## src/rtl/seq_chain_checker_pkg.sv

```systemverilog
// Shared types and helpers for the sequence-chain checker.
//   chk_state_e : two-state tracker FSM encoding (IDLE, TRACK)
//   sat_inc     : saturating increment for counters up to SAT_MAX_W bits
package seq_chk_pkg;

  typedef enum logic {
    IDLE  = 1'b0,
    TRACK = 1'b1
  } chk_state_e;

  localparam int SAT_MAX_W = 32;

  // Increment val, holding at 2^width-1 instead of wrapping.
  // Bits above 'width' in val are expected to be zero.
  function automatic logic [SAT_MAX_W-1:0] sat_inc(input logic [SAT_MAX_W-1:0] val,
                                                   input int width);
    logic [SAT_MAX_W:0] lim;
    lim = ({{SAT_MAX_W{1'b0}}, 1'b1} << width) - (SAT_MAX_W+1)'(1);
    if (val == lim[SAT_MAX_W-1:0]) begin
      return val;
    end
    return val + SAT_MAX_W'(1);
  endfunction

endpackage

```

## src/rtl/seq_chain_checker_sat_counter.sv

```systemverilog
// Saturating event counter with synchronous clear.
//   clock, reset : clock and asynchronous active-high reset
//   inc          : count one event this edge
//   clr          : clear to zero this edge (wins over inc)
//   cnt          : current count, holds at 2^W-1
module sat_counter
  import seq_chk_pkg::*;
#(
  parameter int W = 16
) (
  input  logic         clock,
  input  logic         reset,
  input  logic         inc,
  input  logic         clr,
  output logic [W-1:0] cnt
);

  logic [W-1:0] cnt_q;
  logic [W-1:0] cnt_d;

  always_comb begin
    cnt_d = cnt_q;
    if (clr) begin
      cnt_d = '0;
    end else if (inc) begin
      cnt_d = W'(sat_inc(SAT_MAX_W'(cnt_q), W));
    end
  end

  always_ff @(posedge clock or posedge reset) begin
    if (reset) begin
      cnt_q <= '0;
    end else begin
      cnt_q <= cnt_d;
    end
  end

  assign cnt = cnt_q;

endmodule

```

## config.mk

```make
export PLATFORM = sky130hd
export DESIGN_NAME = sat_counter
export DESIGN_NICKNAME = d
export VERILOG_FILES = /design/src/rtl/seq_chain_checker_pkg.sv /design/src/rtl/seq_chain_checker_sat_counter.sv
export SDC_FILE = /design/constraint.sdc
export NUM_CORES = 1
export LEC_CHECK = 0
export CELL_PAD_IN_SITES_DETAIL_PLACEMENT = 0
export CELL_PAD_IN_SITES_GLOBAL_PLACEMENT = 2
export CORE_MARGIN = 8
export CORE_UTILIZATION = 33
export DETAILED_ROUTE_END_ITERATION = 16
export PLACE_DENSITY_LB_ADDON = 0.1
export SETUP_SLACK_MARGIN = 0.5
export SLEW_MARGIN = 20
export SYNTH_ARGS = -nofsm -noshare
export SYNTH_HDL_FRONTEND = slang
export SYNTH_SLANG_ARGS = --single-unit
```

## constraint.sdc

```tcl
create_clock -name clock -period 3.85 [get_ports clock]
set_clock_uncertainty 0.1 [all_clocks]
set_input_delay 0.77 -clock clock [delete_from_list [all_inputs] [get_ports clock]]
set_output_delay 0.77 -clock clock [all_outputs]
set_load 0.02 [all_outputs]
```

* After elaboration in Yosys (flattened, before gate mapping)
Cells that the tools add are included.
Word-level totals: register bits after elaboration 16, input bits 4, output and inout bits 16, logic and storage cells 12
Cells by class: $add $sub $neg 1, eq/ne operators 2, multiplexer cells 6, reduce and logical (&&, ||, !) cells 2
Operator list (number):
- two-way mux 16 bit | 3
- adder 16 x 1 -> 16 bit, second input constant | 1
- == test 16 bit, second input constant | 1
- two-way mux 1 bit | 3
- != test 3 bit, second input constant | 1
- AND reduction 2 bit | 1
- nonzero test 2 bit | 1

* Depth between registers and ports, before layout
depth after elaboration 7, depth in mapped cells 5, depth with buffers taken out 5

* Worst setup path after synthesis
OpenSTA, ideal clock, no wires.
kind input-to-reg, from input port inc, to register cnt_q[12], in the netlist cnt[12], library setup time 125 ps, data arrival time 1707 ps, required time 3625 ps, path slack 1918 ps, stages 4, path buffers 0, cells stage by stage and2_1 -> nand2b_1 -> nor4b_1 -> mux2_2
Between the ends: word-level cells in the longest chain between the ends 2
Ends and longest elaborated chain:
- start: declaration | line seq_chain_checker_sat_counter.sv:13 | input logic inc,
- nonzero test 2 bit (no source line)
- AND reduction 2 bit (no source line)
- end signal: assignment | line seq_chain_checker_sat_counter.sv:34 | cnt_q <= cnt_d;
- end: declaration | line seq_chain_checker_sat_counter.sv:18 | logic [W-1:0] cnt_q;
Every way passes these cells. A chain may end at the register's enable or synchronous reset.

* Worst setup path after layout
Same ends and word-level chain as after synthesis.

==> impl_summary.log <==
[metrics] outcome: completed
[metrics] die extent in x: 69.0 um
[metrics] unrepaired setup endpoints after global routing: no
[metrics] CTS tree: built
[metrics] detailed-route via count: 797
[metrics] proportion of layout cells with a drive suffix above 1: 11.8%
[metrics] pin slew with the least headroom to its limit: 0.673 ns
[metrics] Floorplan Core Area: 0.00271 sq mm
[metrics] count of input and output buffers: 19
[metrics] number of instances on the worst hold path: 2
[metrics] number of antenna violations at the first check in global routing: 0
[metrics] RR Startpoint: cnt[0]$_DFFE_PP0P_
[metrics] Max Clk Rate: 424 MHz
[metrics] main combinational cell family by area after synthesis: simple AND/OR/NAND/NOR gates
[metrics] post-CTS setup repair buffer count: 0
[metrics] Area contributors post-synth: sky130_fd_sc_hd__dfrtp_1 (43%), sky130_fd_sc_hd__a21oi_1 (5.4%), sky130_fd_sc_hd__o31ai_1 (4.9%)
[metrics] share of synthesized area spent on multiplexers: 2.30%
[metrics] leak pwr: 0.000456 uW
[metrics] post-route setup TNS: 0 ns
[metrics] synthesized-area fraction occupied by adder cells: 1.35%
[metrics] Hold Path Sink: cnt[1]$_DFFE_PP0P_
[metrics] clock latency on the worst-skew pair: 0.28 ns
[metrics] critical path arrival: 2.43 ns
[metrics] floorplan die height: 69.0 um
[metrics] portion of total power attributed to the clock network: 30.8%
[metrics] total wire length after detailed routing: 2250 um
[metrics] share of synthesized area occupied by flip-flops and latches: 43.2%
[metrics] fraction of power consumed by combinational cells: 8.3%
[metrics] number of register bits inferred by synthesis: 16
[metrics] final standard cell count with taps included and fillers excluded: 141
[metrics] proportion of power drawn by flip-flops and latches: 60.9%
[metrics] Startpoint Class: input port
[metrics] Crit. End Element: register
[metrics] initial cell density of the core: 34.2%
[metrics] CTS clk-pin slew, worst paths: 0.09 ns
[metrics] count of boundary I/O pins: 20
[metrics] Period Utilization, post-route: 61.2%
[metrics] largest net degree at the start of global routing: 18
[metrics] post-layout min period: 2.36 ns
[metrics] drt pass-1 iters: 4
[metrics] detailed-route vias per instance: 5.65
[metrics] remaining antenna violation count: 0
[metrics] register-to-register setup slack: 1.84 ns
[metrics] synthesis-to-finish area growth: 25.8%
[metrics] worst r2r dst: cnt[12]$_DFFE_PP0P_
[metrics] CTS root buf: sky130_fd_sc_hd__clkbuf_4
[metrics] maximum number of buffers from clock root to sink: 2
[metrics] TritonCTS Buffers: 3
[metrics] Sw Pwr: 67.7 uW
[metrics] total instance count after detailed placement: 138
[metrics] total congestion overflow after global routing: 0
[metrics] final-layout worst hold slack: 0.494 ns
[metrics] combined global-route utilization of all metal layers: 10.4%
[metrics] worst path required time: 3.92 ns
[metrics] XOR/XNOR Fraction of Synth Area: 0.946%
[metrics] Max H-tree Level: 1
[metrics] worst reg2reg path depth: 5
[metrics] class of the most critical setup path: in2reg
[metrics] maximum net fanout on the critical path: 8
[metrics] Residual DRC: 0
[metrics] routed wirelength normalized by instance count: 15.9 um
[metrics] warnings from Yosys: 0
[metrics] Synth Cell Area: 926 sq um
[metrics] global-route wire length before repair: 3760 um
[metrics] number of distinct library cell variants in the gate-level netlist after synthesis: 37
[metrics] Max Cap Viol: 0
[metrics] library cell with the largest summed area after synthesis: sky130_fd_sc_hd__dfrtp_1
[metrics] Post-Synth Simple-Gate Area: 34.3%
[metrics] worst-case headroom to the max-slew limit: 55.0%
[metrics] 1st-iter DRT viols: 28
[metrics] number of nets in the synthesized netlist: 96
[metrics] average cell area after synthesis: 10.2 sq um
[metrics] pins over their slew limit: 0
[metrics] fin nets: 117
[metrics] Setup-failing EPs final: 0
[metrics] fraction of synthesized cell area taken by the top area cell type: 43.2%
[metrics] total power per unit cell area: 244 mW/mm^2
[metrics] number of hold buffers added after CTS: 0
[metrics] post-cts gate resize count: 0
[metrics] compound-gate portion of the synthesized area: 15.7%
[metrics] internal power summed over all cells: 216 uW
[metrics] total number of placement rows: 19
[metrics] number of antenna diodes: 0
[metrics] via count of the first global-routing pass: 785
[metrics] sink count of the clock tree: 16
[metrics] RD Place Congestion: 0.751
[metrics] share of total power consumed by net switching: 23.9%
[metrics] flip-flop count of the largest register after layout: 16
[metrics] worst hold path class: reg2reg
[metrics] worst hold path startpoint: cnt[1]$_DFFE_PP0P_
[metrics] die area: 0.00476 sq mm
[metrics] count of mapped cells out of synthesis: 91
[metrics] worst supply voltage drop on vdd: 0.147 mV
[metrics] final hold violation count: 0
==> power by group through the flow <==
stage	Sequential, uW	Combinational (uW)	Clock (uW)
finish	173	23.6	87.5
global route	173	26.8	101
CTS	173	24.6	92.8
detailed placement	176	24.5	0
global placement	176	24.3	0
floorplan	178	10.7	0
==> cells in the mapped netlist (all sizes together) <==
library cell,count
nor4,2
mux2i,1
ha,1
mux2,1
nand3,5
a311oi,1
xor2,1
nor2,7
nand2b,1
nor3,6
and4,1
or3,4
nand4,3
clkbuf,2
buf,1
o31ai,6
and2,2
nor2b,2
nor4b,1
a21oi,10
nand2,3
o21ai,2
o41ai,2
inv,2
and3,1
or4,4
dfrtp,16
and4b,1
a31oi,1
or2,1
==> critical path, stage by stage <==
cell	delay (ns)
sky130_fd_sc_hd__clkdlybuf4s50_1	0.52
sky130_fd_sc_hd__and2_1	0.20
sky130_fd_sc_hd__nand2b_1	0.19
sky130_fd_sc_hd__nor4b_1	0.37
sky130_fd_sc_hd__mux2_2	0.37
==> logic make-up (layout without fill, tap and decap cells) <==
kind of cell               count (synthesis)  after routing
AOI/OAI and AO/OA                         22             22
xor gates and xnor gates                   1              1
adders and majority gates                  1              1
buffers and inverters                      5             24
DFF                                       16             16
muxes                                      2              2
and+or+nand+nor                           44             44
==> per-layer routing <==
metal	wire length (um)	up-vias	global-route usage (%)
li1	-	394	-
met1	988	389	12.2
met2	1090	12	17.0
met3	152	2	3.23
met4	17	0	4.51
met5	0	-	0
==> cell type report <==
type	count	area, sq um
clock buffer	3	22.5
fill	287	1550
inverter	2	7.51
multi-input combinational	70	505
sequential	16	400
tap	31	38.8
timing repair buffer	19	190
==> through the flow <==
stage,util (%),worst slack (ns),total power (uW),instance area [sq um]
6_report,43.0,1.49,284,1160
5_1_grt,43.0,1.43,301,1160
4_1_cts,43.0,1.51,290,1160
3_5_place_dp,42.2,1.21,201,1140
3_3_place_gp,42.2,1.21,201,1140
2_1_floorplan,-,1.92,189,926
==> how the worst max path moves through the flow <==
stage | to | slack [ns] | depth (start not counted) | startpoint
final | cnt[12]$_DFFE_PP0P_ | 1.49 | 5 | inc
after global placement | cnt[12]$_DFFE_PP0P_ | 1.21 | 5 | inc
after CTS | cnt[12]$_DFFE_PP0P_ | 1.51 | 5 | inc
after floorplan | cnt[12]$_DFFE_PP0P_ | 1.92 | 4 | inc
after detailed placement | cnt[12]$_DFFE_PP0P_ | 1.21 | 5 | inc
after global routing | cnt[12]$_DFFE_PP0P_ | 1.43 | 5 | inc
==> cells in the final DEF (no fill, tap or decap), types with 2 or more instances in the layout <==
master	n
sky130_fd_sc_hd__nor2b_1	2
sky130_fd_sc_hd__dfrtp_1	16
sky130_fd_sc_hd__nor2_1	7
sky130_fd_sc_hd__or3_1	4
sky130_fd_sc_hd__or4_1	4
sky130_fd_sc_hd__inv_1	2
sky130_fd_sc_hd__o31ai_1	6
sky130_fd_sc_hd__and2_1	2
sky130_fd_sc_hd__clkbuf_4	3
sky130_fd_sc_hd__o21ai_0	2
sky130_fd_sc_hd__clkdlybuf4s50_1	19
sky130_fd_sc_hd__nor3_1	4
sky130_fd_sc_hd__nand4_4	2
sky130_fd_sc_hd__a21oi_1	10
sky130_fd_sc_hd__nand2_1	3
sky130_fd_sc_hd__nand3_1	4
Power figures use the tool's default switching activity.
